### src/rtl/lsu_mem_master.sv
// lsu_mem_master: load/store initiator between the core execute stage and a
// word-addressed data memory that has only a whole-word write enable.
//
// Request side  : req_valid_i/req_ready_o handshake carrying store flag,
//                 RV32I funct3, byte address and store data.
// Response side: resp_valid_o/resp_ready_i handshake carrying extended load
//                 data and an error flag (misaligned, out of range, illegal).
// Memory side   : mem_address_o (word index), mem_write_enable_o,
//                 mem_write_data_o, and a combinational mem_read_data_i.
//
// Sub-word stores are performed as read-modify-write. Every output is a
// register, so the memory sees a stable address for the whole cycle in
// which its read data is consumed.
module lsu_mem_master #(
    parameter int MEM_DEPTH = 64,
    parameter int IDX_W     = 6
) (
    input  logic        clk_i,
    input  logic        rst_i,
    input  logic        req_valid_i,
    output logic        req_ready_o,
    input  logic        req_store_i,
    input  logic [2:0]  req_funct3_i,
    input  logic [31:0] req_addr_i,
    input  logic [31:0] req_wdata_i,
    output logic        resp_valid_o,
    input  logic        resp_ready_i,
    output logic [31:0] resp_rdata_o,
    output logic        resp_error_o,
    output logic [31:0] mem_address_o,
    output logic        mem_write_enable_o,
    output logic [31:0] mem_write_data_o,
    input  logic [31:0] mem_read_data_i
);

    localparam logic [29:0] DEPTH_WORDS = 30'(MEM_DEPTH);

    // DECODE is the cycle in which the latched request is checked, which is
    // what gives an error response its one-cycle latency.
    typedef enum logic [2:0] {
        S_IDLE,
        S_DECODE,
        S_READ,
        S_RMW_READ,
        S_WRITE,
        S_RESP
    } state_e;

    state_e      state_q;
    logic        store_q;
    logic [2:0]  funct3_q;
    logic [31:0] addr_q;
    logic [31:0] wdata_q;

    logic        req_err;
    logic [31:0] shifted;
    logic [31:0] load_ext;
    logic [31:0] merged;

    always_comb begin
        // NOTE: every variable written here gets a default first, so no path
        // leaves one unassigned and no latch is inferred.
        req_err  = 1'b0;
        shifted  = mem_read_data_i >> {addr_q[1:0], 3'b000};
        load_ext = mem_read_data_i;
        merged   = mem_read_data_i;

        if (store_q) begin
            if (!(funct3_q inside {3'b000, 3'b001, 3'b010})) req_err = 1'b1;
        end else begin
            if (!(funct3_q inside {3'b000, 3'b001, 3'b010, 3'b100, 3'b101})) req_err = 1'b1;
        end
        if (funct3_q[1:0] == 2'b01 && addr_q[0])          req_err = 1'b1;
        if (funct3_q[1:0] == 2'b10 && addr_q[1:0] != 2'b00) req_err = 1'b1;
        if (addr_q[31:2] >= DEPTH_WORDS)                  req_err = 1'b1;

        unique case (funct3_q)
            3'b000:  load_ext = {{24{shifted[7]}},  shifted[7:0]};
            3'b001:  load_ext = {{16{shifted[15]}}, shifted[15:0]};
            3'b100:  load_ext = {24'b0, shifted[7:0]};
            3'b101:  load_ext = {16'b0, shifted[15:0]};
            default: load_ext = mem_read_data_i;
        endcase

        // Unselected lanes keep the word just read from memory.
        if (funct3_q[1:0] == 2'b00) begin
            merged[{addr_q[1:0], 3'b000} +: 8] = wdata_q[7:0];
        end else begin
            merged[{addr_q[1], 4'b0000} +: 16] = wdata_q[15:0];
        end
    end

    // NOTE: sequential state is updated with non-blocking assignments only,
    // so every register samples the values from before this edge.
    always_ff @(posedge clk_i) begin
        if (rst_i) begin
            state_q            <= S_IDLE;
            store_q            <= 1'b0;
            funct3_q           <= 3'b000;
            addr_q             <= 32'b0;
            wdata_q            <= 32'b0;
            req_ready_o        <= 1'b1;
            resp_valid_o       <= 1'b0;
            resp_rdata_o       <= 32'b0;
            resp_error_o       <= 1'b0;
            mem_address_o      <= 32'b0;
            mem_write_enable_o <= 1'b0;
            mem_write_data_o   <= 32'b0;
        end else begin
            unique case (state_q)
                S_IDLE: begin
                    if (req_valid_i) begin
                        store_q     <= req_store_i;
                        funct3_q    <= req_funct3_i;
                        addr_q      <= req_addr_i;
                        wdata_q     <= req_wdata_i;
                        req_ready_o <= 1'b0;
                        state_q     <= S_DECODE;
                    end
                end
                S_DECODE: begin
                    if (req_err) begin
                        resp_valid_o <= 1'b1;
                        resp_error_o <= 1'b1;
                        resp_rdata_o <= 32'b0;
                        state_q      <= S_RESP;
                    end else begin
                        mem_address_o <= {{(32-IDX_W){1'b0}}, addr_q[IDX_W+1:2]};
                        if (!store_q) begin
                            state_q <= S_READ;
                        end else if (funct3_q == 3'b010) begin
                            mem_write_enable_o <= 1'b1;
                            mem_write_data_o   <= wdata_q;
                            state_q            <= S_WRITE;
                        end else begin
                            state_q <= S_RMW_READ;
                        end
                    end
                end
                S_READ: begin
                    resp_rdata_o <= load_ext;
                    resp_error_o <= 1'b0;
                    resp_valid_o <= 1'b1;
                    state_q      <= S_RESP;
                end
                S_RMW_READ: begin
                    mem_write_enable_o <= 1'b1;
                    mem_write_data_o   <= merged;
                    state_q            <= S_WRITE;
                end
                S_WRITE: begin
                    mem_write_enable_o <= 1'b0;
                    resp_rdata_o       <= 32'b0;
                    resp_error_o       <= 1'b0;
                    resp_valid_o       <= 1'b1;
                    state_q            <= S_RESP;
                end
                S_RESP: begin
                    // Nothing touches memory here, however long the core stalls.
                    if (resp_ready_i) begin
                        resp_valid_o <= 1'b0;
                        resp_error_o <= 1'b0;
                        resp_rdata_o <= 32'b0;
                        req_ready_o  <= 1'b1;
                        state_q      <= S_IDLE;
                    end
                end
                default: begin
                    state_q     <= S_IDLE;
                    req_ready_o <= 1'b1;
                end
            endcase
        end
    end

endmodule
### config.mk
export PLATFORM = sky130hd
export DESIGN_NAME = lsu_mem_master
export DESIGN_NICKNAME = d
export VERILOG_FILES = /design/src/rtl/lsu_mem_master.sv
export SDC_FILE = /design/constraint.sdc
export NUM_CORES = 1
export LEC_CHECK = 0
export ABC_AREA = 1
export BUFFER_PORTS_ARGS = -buffer_cell sky130_fd_sc_hd__buf_2
export CAP_MARGIN = 10
export CORE_ASPECT_RATIO = 0.6
export CORE_MARGIN = 2
export CORE_UTILIZATION = 58
export DETAILED_ROUTE_END_ITERATION = 10
export PLACE_DENSITY = 0.86
export SLEW_MARGIN = 20
export SYNTH_ARGS = -nofsm -noshare
export SYNTH_HDL_FRONTEND = slang
export SYNTH_SLANG_ARGS = --single-unit
### constraint.sdc
create_clock -name clk_i -period 5.6 [get_ports clk_i]
set_input_delay 1.12 -clock clk_i [delete_from_list [all_inputs] [get_ports clk_i]]
set_output_delay 1.12 -clock clk_i [all_outputs]
set_load 0.01 [all_outputs]
==> results of run 1 <==
==> final timing paths <==
check / end / from
setup / recovery: wdata_q[8]$_SDFFE_PP0P_ / state_q[1]$_SDFFE_PP0P_
hold / removal: mem_address_o[4]$_SDFFE_PP0P_ / mem_address_o[4]$_SDFFE_PP0P_
setup reg to reg: wdata_q[8]$_SDFFE_PP0P_ / state_q[1]$_SDFFE_PP0P_
hold reg to reg: mem_address_o[4]$_SDFFE_PP0P_ / mem_address_o[4]$_SDFFE_PP0P_
==> routing by layer <==
layer | up-vias | part of all wire, % | global-route usage, %
li1 | 4049 | - | -
met1 | 3829 | 44 | 47.7
met2 | 484 | 42 | 48.7
met3 | 49 | 12 | 7.66
met4 | 0 | 1.7 | 8.72
met5 | - | 0 | 0
==> report_power, final <==
| part | switching [mW] | total (mW) | internal (mW) |
|---|---|---|---|
| clock | 0.522 | 1.20 | 0.680 |
| combinational | 0.774 | 1.12 | 0.349 |
| sequential | 0.132 | 1.31 | 1.18 |
==> Yosys cell counts (10+ instances only) <==
library cell and instances:
nand2_1 282, dfxtp_1 145, o21ai_0 137, a21oi_1 133, nor2_1 123, inv_1 83
nand3_1 77, clkbuf_1 44, buf_4 31, buf_2 17, o22ai_1 16, nor2_2 15
nand3_2 11, buf_6 10
==> metrics by stage <==
stage               utilization [%]  setup slack, ns  power [mW]  cells
detailed placement             64.9             2.23        2.42   1450
finish                         69.6             2.47        3.63   1482
global route                   69.6             2.21        3.84   1482
floorplan                         -             3.48        2.20   1205
CTS                            69.6             2.45        3.61   1482
global placement               64.9             2.28        2.39   1450
==> logic make-up (layout without fill, tap and decap cells) <==
group | Yosys count | count (layout) | share of synthesized area [%]
and+or+nand+nor | 523 | 523 | 28.7
other | 1 | 26 | 0.0479
AOI/OAI and AO/OA | 309 | 309 | 21.0
adders and majority gates | 5 | 5 | 0.799
DFF | 145 | 145 | 37.1
buffers and inverters | 197 | 304 | 12.4
==> flip-flops by register name (all words and copies together), names as in the netlist <==
| register | count |
|---|---|
| addr_q | 32 |
| mem_write_data_o | 32 |
| resp_rdata_o | 32 |
| wdata_q | 32 |
| mem_address_o | 6 |
| funct3_q | 3 |
| state_q | 3 |
| mem_write_enable_o | 1 |
| req_ready_o | 1 |
| resp_error_o | 1 |
| resp_valid_o | 1 |
| store_q | 1 |
==> cell type report <==
class                           instances  area share, %
Clock inverter                         15           2.10
Timing Repair Buffer                  180           10.0
Clock buffer                           17           4.69
Tap cell                              170           2.35
Inverter                               92           3.88
Multi-Input combinational cell        863           44.9
Sequential cell                       145           32.1
==> worst reg2reg max path: stages (launching register included) <==
cell	delay [ns]
dfxtp_1	0.37
inv_2	0.16
nand2_1	0.12
nor2_4	0.78
nand2_2	0.76
buf_4	0.52
o21ai_0	0.24
a21oi_1	0.06
==> results by group, run 1 <==
Worst setup path
  – Crit Path Category: reg -> reg
  – CP Buf/Inv Count: 2
  – CP peak stage delay: 0.78 ns
  – Critical path cell sequence: inv_2, nand2_1, nor2_4, nand2_2, buf_4, o21ai_0, a21oi_1
  – CP endpoint kind: register
  – R2r worst-path depth: 7
  – Critical path peak fanout: 49
  – CP Depth: 7
  – CP top delay family: simple AND/OR/NAND/NOR gates
  – CP arrival: 3.44 ns
  – Slowest-stage cell, CP: nor2_4
  – Reg-to-reg slack, setup: between 2 and 2.5 ns
  – Critical Path RT: between 5 and 6 ns
  – Crit path launch type: register

Min path
  – Worst Hold Class: reg -> reg
  – Worst hold stages: 2

Timing
  – Crit share post-route: 55.8%
  – Max transition margin: a little under a third
  – Least-Margin Pin Slew: approximately 1.0 ns
  – RSZ-0062 raised after global routing: false
  – Fmax: around 320 MHz
  – Crit path time final: 3.13 ns
  – Setup tns final: 0 ns
  – Final setup violation count: 0
  – Final Hold Vio Count: 0
  – Fin. max-slew vios: 0
  – Fin Hold WS: about 0.45 ns
  – Clk_skew: between 0.01 and 0.015 ns

Power
  – Pwr dens: 401 nW/um^2
  – P_leak: 4.02 nW
  – Maximum vdd drop: 0.231 mV

Final layout
  – Layout cells sized above 1: around 20%
  – Final nets: 1408
  – Layout area overhead: 15.7%
  – Most frequent cells in the layout: 281 x nand2_1, 177 x buf_2, 144 x dfxtp_1
  – Fin area: 9060 sq um
  – Sequential Area: just under 3000 sq um
  – Antenna cells: 0
  – Commonest non-fill, non-tap cell in the layout: nand2_1
  – Area of the multi-input gates: 4070 sq um
  – Fillers: between 1000 and 1500

Die
  – Row cnt: 32
  – Die span in x: 154 um
  – Starting Density: 60.2%
  – Core footprint: 13000 sq um
  – Die ar.: 14500 sq um
  – I/O pin count: 204
  – Die Height: approximately 94 um

Synth
  – Synth top area cells: dfxtp_1 37%, nand2_1 14%, o21ai_0 8.8%
  – Post-Syn Instances: 1180
  – Top-area cell type share of the netlist area: 37.1%
  – Library cells used by synthesis: 40
  – Async S/R FF share, synth: 0%
  – Post-synth EDFFs: 0
  – Mapped Area: 7830 sq um
  – Part of the Yosys area used for sequential elements: 37.1%
  – Register bit count reported by yosys: 145
  – Ys flop type: dfxtp_1
  – Area leader, netlist: dfxtp_1
  – Syn avg cell area: 6.64 sq um
  – Synthesis Warnings: 0

Flow run
  – Maxcap violations: 0

Global route
  – All-Layer GR Usage: 32.8%
  – Global-route wire length before repair: 37.6 mm
  – Total grt overflow: 0
  – Initial antenna violation count: 0
  – Vias in the first global route: 7333
  – Largest net degree at the start of global routing: 78

Clock network
  – Skew-Pair Late Insertion Delay: approximately 0.43 ns
  – Clock transition at path regs: 0.07 ns
  – Post-CTS sizing: 0
  – CTS tree: done
  – CTS max path bufs: 2
  – CTS root buffer: clkbuf_16
  – Hold_buf cts: 0
  – Number of H-tree levels: 4
  – Sink Count: around 150
  – CTS Buf Count: 17
  – Postcts setup bufs: 0

Detailed routing
  – Routed WL per cell: 16.0 um
  – Drt first pass iters: 8
  – Routed wire length: 23.8 mm
  – Post-DR vias/cell: 5.68
  – Overall via count from detail_route: approximately 8400
  – DR DRC count: 0
  – DRT antenna net count: 0
  – Drt first-iter violations: between 1000 and 1500

Place
  – Hpwl dp: between 15 and 20 mm
  – Placed cell areas: roughly 8400 sq um
  – Final GP Congestion: 0.947
  – # port buffers: 177

Status
  – Status: finished, final reports clean
No activity file was read; power rests on OpenSTA's default activity.
==> run 2: changes to the inputs <==
--- a/config.mk
+++ b/config.mk
@@ -10,9 +10,9 @@
 export CAP_MARGIN = 10
 export CORE_ASPECT_RATIO = 0.6
 export CORE_MARGIN = 2
-export CORE_UTILIZATION = 58
+export CORE_UTILIZATION = 48
 export DETAILED_ROUTE_END_ITERATION = 10
-export PLACE_DENSITY = 0.86
+export PLACE_DENSITY = 0.76
 export SLEW_MARGIN = 20
 export SYNTH_ARGS = -nofsm -noshare
 export SYNTH_HDL_FRONTEND = slang
==> constraint.sdc (replaced) <==
create_clock -name clk_i -period 2.5 [get_ports clk_i]
set_input_delay 0.5 -clock clk_i [delete_from_list [all_inputs] [get_ports clk_i]]
set_output_delay 0.5 -clock clk_i [all_outputs]
set_load 0.01 [all_outputs]
==> run 2 against run 1 <==
Compared with the run above:
- die area grew 20%
- sequential cell count is the same
- global-route usage shrank 4.9 points
- fmax grew 48%
==> results by group, run 2 (same netlist as run 1, synthesis figures left out) <==
Status
  – Status: finished, final reports clean

Detailed routing
  – DRT antenna net count: 0
  – Routed WL per cell: ~16 um
  – Drt first-iter violations: 782
  – Post-DR vias/cell: between 5 and 6
  – DR DRC count: 0
  – Overall via count from detail_route: slightly above 8000
  – Routed wire length: 24.5 mm
  – Met2 wire length: 10.1 mm
  – Drt first pass iters: 9
  – Met3 WL post-DR: 2.55 mm
  – Top sig layer: met4
  – Wl on met1: 11.5 mm

Worst setup path
  – Start of the worst register-to-register path: funct3_q[1]$_SDFFE_PP0P_
  – Slowest-stage cell, CP: dfxtp_1
  – CP arrival: around 2.4 ns
  – Critical path cell sequence: buf_4, nor2_8, inv_1, a21oi_1, o21ai_1, nand2_1, o21ai_0, o21ai_0, nor2_1
  – Reg-to-Reg End: mem_write_data_o[5]$_SDFFE_PP0P_
  – Crit Path Category: reg -> reg
  – CP endpoint kind: register
  – R2r worst-path depth: 9
  – CP top delay family: compound AO/OA/AOI/OAI gates
  – Critical path peak fanout: 19
  – Crit path to: mem_write_data_o[5]$_SDFFE_PP0P_
  – CP peak stage delay: 0.43 ns
  – CP startpoint: funct3_q[1]$_SDFFE_PP0P_
  – CP Depth: 9
  – Critical Path RT: 2.82 ns
  – Reg-to-reg slack, setup: 0.39 ns
  – CP dominant cell by count: o21ai_0
  – Crit path launch type: register
  – CP Buf/Inv Count: 2

Die
  – Die ar.: around 17000 sq um
  – Die Height: 103 um
  – Row cnt: 36
  – Core footprint: roughly 16000 sq um
  – I/O pin count: 204
  – Starting Density: 48.7%
  – Die span in x: 169 um

Power
  – Maximum vdd drop: 0.450 mV
  – Internal power: 5.01 mW
  – Pwr dens: 885 nW/um^2
  – Gate power share: 32.4%
  – Sw Pwr: 3.21 mW
  – Sequential Power Share: 35.0%
  – P_leak: 4.12 nW
  – Clock power frac: between 30% and 40%
  – Switching Share: 39.0%

Global route
  – Global-route wire length before repair: 38.2 mm
  – All-Layer GR Usage: 27.9%
  – Total grt overflow: 0
  – Initial antenna violation count: 0
  – Largest net degree at the start of global routing: 69
  – Vias in the first global route: 7282

Clock network
  – Post-CTS sizing: 0
  – CTS max path bufs: 2
  – CTS root buffer: clkbuf_16
  – Skew-Pair Late Insertion Delay: 0.43 ns
  – Clock transition at path regs: 0.07 ns
  – CTS tree: done
  – Postcts setup bufs: 0
  – Number of H-tree levels: 4
  – Hold_buf cts: 0
  – CTS Buf Count: 17
  – Sink Count: 145

Flow run
  – Maxcap violations: 0

Timing
  – Final Hold Vio Count: 0
  – Crit path time final: 2.11 ns
  – Fin. max-slew vios: 0
  – RSZ-0062 raised after global routing: false
  – Clk_skew: 0.0120 ns
  – Setup ws final: 0.387 ns
  – Final setup violation count: 0
  – Fmax: 473 MHz
  – Max transition margin: 53.1%
  – Least-Margin Pin Slew: 0.704 ns
  – Crit share post-route: between 80% and 90%
  – Setup tns final: 0 ns

Final layout
  – Most frequent cells in the layout: 281 x nand2_1, 177 x buf_2, 144 x dfxtp_1
  – Final nets: 1428
  – Antenna cells: 0
  – Layout cells sized above 1: 21.1%
  – Commonest non-fill, non-tap cell in the layout: nand2_1
  – Layout area overhead: 18.5%
  – Fillers: 1537

Place
  – # port buffers: between 150 and 200
  – DP Worst Slack: between 0.4 and 0.5 ns
  – Hpwl dp: 17.9 mm
  – Final GP Congestion: 0.933

Min path
  – Worst hold stages: 3
  – Worst Hold Class: in -> reg
## run 2: area by class of cell
class	instances	area, sq um	area share, %
tap	209	262	2.82
sequential	145	2900	31.3
multi-input combinational	863	4070	43.8
inverter	92	350	3.77
clock inverter	15	191	2.06
timing repair buffer	200	1080	11.7
clock buffer	17	425	4.58
## run 2: worst min path at each step
stage	to	start	slack, ns
after floorplan	wdata_q[16]$_SDFFE_PP0P_	wdata_q[16]$_SDFFE_PP0P_	0.42
after global placement	mem_address_o[0]$_SDFFE_PP0P_	mem_address_o[0]$_SDFFE_PP0P_	0.43
after detailed placement	mem_address_o[1]$_SDFFE_PP0P_	mem_address_o[1]$_SDFFE_PP0P_	0.43
after CTS	addr_q[17]$_SDFFE_PP0P_	req_addr_i[17]	0.33
after global routing	addr_q[21]$_SDFFE_PP0P_	req_addr_i[21]	0.34
final	addr_q[10]$_SDFFE_PP0P_	req_addr_i[10]	0.34
## run 2: worst register-to-register path: cells and delay by family (launching register included)
kind	cells	cell delay [ns]
buffers and inverters	2	0.38
flip-flops	1	0.43
AND/OR/NAND/NOR	3	0.46
AO/OA/AOI/OAI	4	0.75
## run 2: stage by stage
step           power (mW)  util (%)  instance area, sq um  hold WS (ns)  cells
3_5_place_dp         5.52      53.9                  8670         0.434   1509
2_1_floorplan        4.92         -                  7930         0.425   1205
4_1_cts              8.19      57.7                  9280         0.332   1541
6_report             8.22      57.7                  9280         0.338   1541
5_1_grt              8.69      57.7                  9280         0.341   1541
3_3_place_gp         5.48      53.9                  8670         0.430   1509
## run 2: routing by layer
layer	vias to the layer above	track usage, %
met1	3713	40.5
met3	37	6.22
met5	-	0
met4	0	5.77
li1	4083	-
met2	389	42.7
## run 2: power groups by stage
stage / sequential [mW] / combinational, mW / clock (mW)
2_1_floorplan: 2.91 / 2.01 / 0
3_3_place_gp: 2.91 / 2.57 / 0
3_5_place_dp: 2.92 / 2.60 / 0
4_1_cts: 2.87 / 2.62 / 2.70
5_1_grt: 2.91 / 2.97 / 2.81
6_report: 2.88 / 2.66 / 2.68
==> run 3: changes to the inputs <==
--- a/config.mk
+++ b/config.mk
@@ -5,14 +5,14 @@
 export SDC_FILE = /design/constraint.sdc
 export NUM_CORES = 1
 export LEC_CHECK = 0
-export ABC_AREA = 1
+export ABC_AREA = 0
 export BUFFER_PORTS_ARGS = -buffer_cell sky130_fd_sc_hd__buf_2
 export CAP_MARGIN = 10
 export CORE_ASPECT_RATIO = 0.6
 export CORE_MARGIN = 2
-export CORE_UTILIZATION = 48
+export CORE_UTILIZATION = 47
 export DETAILED_ROUTE_END_ITERATION = 10
-export PLACE_DENSITY = 0.76
+export PLACE_DENSITY = 0.77
 export SLEW_MARGIN = 20
 export SYNTH_ARGS = -nofsm -noshare
 export SYNTH_HDL_FRONTEND = slang
==> constraint.sdc (replaced) <==
create_clock -name clk_i -period 1.85 [get_ports clk_i]
set_input_delay 0.37 -clock clk_i [delete_from_list [all_inputs] [get_ports clk_i]]
set_output_delay 0.37 -clock clk_i [all_outputs]
set_load 0.01 [all_outputs]
==> run 3 against run 2 <==
Compared with the run above:
- critical path depth decreased by 3
- largest power group unchanged
- design area decreased by 2.8%
- routed wire length down 5.1%
- core utilization up 5.2 points
- largest cell class unchanged
- critical endpoint is now mem_write_data_o[22]$_SDFFE_PP0P_
- hold slack got worse by 0.16 ns
- the run now ends with negative setup slack left
==> results by group, run 3 <==
Status
  – Status: complete, but fails checks
  – Failing checks: negative setup slack

Final layout
  – Antenna cells: 0
  – Commonest non-fill, non-tap cell in the layout: buf_2
  – Fin area: 9020 sq um
  – Final nets: 1145
  – Layout Cells excl Fill: 1246
  – Layout Utilization: 62.9%
  – Layout area overhead: 32.5%
  – Most frequent cells in the layout: 176 x buf_2, 175 x nand2_1, 140 x dfxtp_1
  – Layout cells sized above 1: 31.7%

Synth
  – Post-synth top cells: 178 x nand2_1, 145 x dfxtp_1, 110 x a21oi_1, 53 x clkbuf_1, 39 x nor2_1
  – Register bit count reported by yosys: 145
  – Post-synth EDFFs: 0
  – Syn avg cell area: 8.08 sq um
  – Most frequent cell after synthesis: nand2_1
  – Library cells used by synthesis: 56
  – Post-Syn Instances: 842
  – Synth top area cells: dfxtp_1 43%, nand2_1 9.8%, a21oi_1 8.1%
  – Mapped Area: 6810 sq um
  – Ys flop type: dfxtp_1
  – Synthesis Warnings: 0
  – Part of the Yosys area used for sequential elements: between 40% and 50%
  – Top-area cell type share of the netlist area: a little over two fifths
  – Area leader, netlist: dfxtp_1
  – Async S/R FF share, synth: 0%

Power
  – Clock power frac: 30.8%
  – Switching Share: 35.1%
  – Design Power: 10.4 mW
  – Internal power: slightly below 7 mW
  – P_leak: 3.73 nW
  – Gate power share: around a third
  – Maximum vdd drop: roughly 0.64 mV
  – Pwr dens: 1150 nW/um^2
  – Sequential Power Share: 36.8%
  – Sw Pwr: 3.66 mW

Detailed routing
  – Overall via count from detail_route: around 7000
  – Routed WL per cell: 18.6 um
  – Post-DR vias/cell: 5.60
  – Drt first-iter violations: just over 800
  – DR DRC count: 0
  – Routed wire length: 23.2 mm
  – DRT antenna net count: 0
  – Drt first pass iters: 5

Timing
  – Max transition margin: 59.7%
  – Crit path time final: 2.06 ns
  – Least-Margin Pin Slew: a little over 0.6 ns
  – Setup tns final: -7.88 ns
  – Fin. max-slew vios: 0
  – Fin Hold WS: 0.180 ns
  – Final setup violation count: 75
  – Crit share post-route: 112%
  – Fmax: 484 MHz
  – Final Hold Vio Count: 0
  – Setup ws final: -0.214 ns
  – RSZ-0062 raised after global routing: true
  – Clk_skew: 0.0122 ns

Worst setup path
  – Reg-to-reg slack, setup: -0.21 ns
  – Crit Path Category: reg -> reg
  – Critical path peak fanout: 7
  – Crit path launch type: register
  – CP arrival: 2.42 ns
  – Critical Path RT: 2.21 ns
  – CP endpoint kind: register

Clock network
  – Sink Count: 145
  – CTS root buffer: clkbuf_16
  – Hold_buf cts: 0
  – Number of H-tree levels: 4
  – Skew-Pair Late Insertion Delay: 0.42 ns
  – CTS max path bufs: 2
  – CTS Buf Count: 17
  – Clock transition at path regs: 0.06 ns
  – CTS tree: done

Place
  – # port buffers: between 150 and 200
  – DP Worst Slack: -0.276 ns
  – Placed cell areas: 8170 sq um
  – Hpwl dp: 16.3 mm
  – Placed cell count: 1206
  – Final GP Congestion: roughly 0.95

Die
  – Starting Density: between 40 and 50%
  – Die ar.: 15500 sq um
  – I/O pin count: 204
  – Die Height: 97.2 um
  – Die span in x: 159 um
  – Core footprint: 14300 sq um
  – Row cnt: 34

Global route
  – Initial antenna violation count: 1
  – Total grt overflow: 0
  – Vias in the first global route: 6539
  – Largest net degree at the start of global routing: 69
  – Global-route wire length before repair: 35.7 mm
  – All-Layer GR Usage: 29.7%

Min path
  – Worst Hold Class: in -> reg

Flow run
  – Maxcap violations: 0
[run 3: cell families after synthesis]
| group | synth area share [%] |
|---|---|
| AND/OR/NAND/NOR | 20.3 |
| AO/OA/AOI/OAI | 24.3 |
| flip-flops | 42.6 |
| buffers and inverters | 8.00 |
| multiplexers | 3.69 |
| adder cells (fa/ha/maj) | 0.919 |
| other | 0.0551 |
[run 3: final timing paths]
kind	startpoint	endpoint	depth (start not counted)
worst min-delay path	req_addr_i[1]	addr_q[1]$_SDFFE_PP0P_	3
worst max-delay path	addr_q[20]$_SDFFE_PP0P_	mem_write_data_o[22]$_SDFFE_PP0P_	6
worst max register to register	addr_q[20]$_SDFFE_PP0P_	mem_write_data_o[22]$_SDFFE_PP0P_	6
worst min register to register	addr_q[10]$_SDFFE_PP0P_	addr_q[10]$_SDFFE_PP0P_	2
[run 3: area by class of cell]
type / count / area (sq um)
Inverter: 12 / 52.6
Clock buffer: 20 / 447
Tap cell: 198 / 248
Sequential cell: 145 / 2910
Clock inverter: 11 / 91.3
Multi-Input combinational cell: 615 / 3710
Timing Repair Buffer: 245 / 1570
Fill cell: 1268 / 5320
[run 3: repair_timing]
action,4_1_cts,5_1_grt
setup endpoints to repair,75,76
gates resized for setup,20,26
gates cloned,1,0
pin swaps,13,15
buffers inserted,3,5
[run 3: worst max-delay path, stage by stage (launching register included)]
cell     delay (ns)
dfxtp_2        0.33
nor4_4         0.35
nand4_4        0.17
buf_4          0.19
or4_4          0.57
a211o_1        0.29
a21oi_2        0.11
[run 3: power by group through the flow]
stage	logic [mW]	clock network, mW	registers (mW)
floorplan	1.88	0	3.75
global placement	2.86	0	3.81
detailed placement	2.89	0	3.83
CTS	3.13	3.21	3.79
global route	3.65	3.35	3.85
finish	3.38	3.20	3.82
[run 3: metal layers]
layer	part of all wire [%]	wire [um]	GRT usage, %
met5	0.056	13	0
met4	1.5	338	7.76
met3	13	3080	11.4
met2	41	9450	41.2
met1	45	10400	42.8
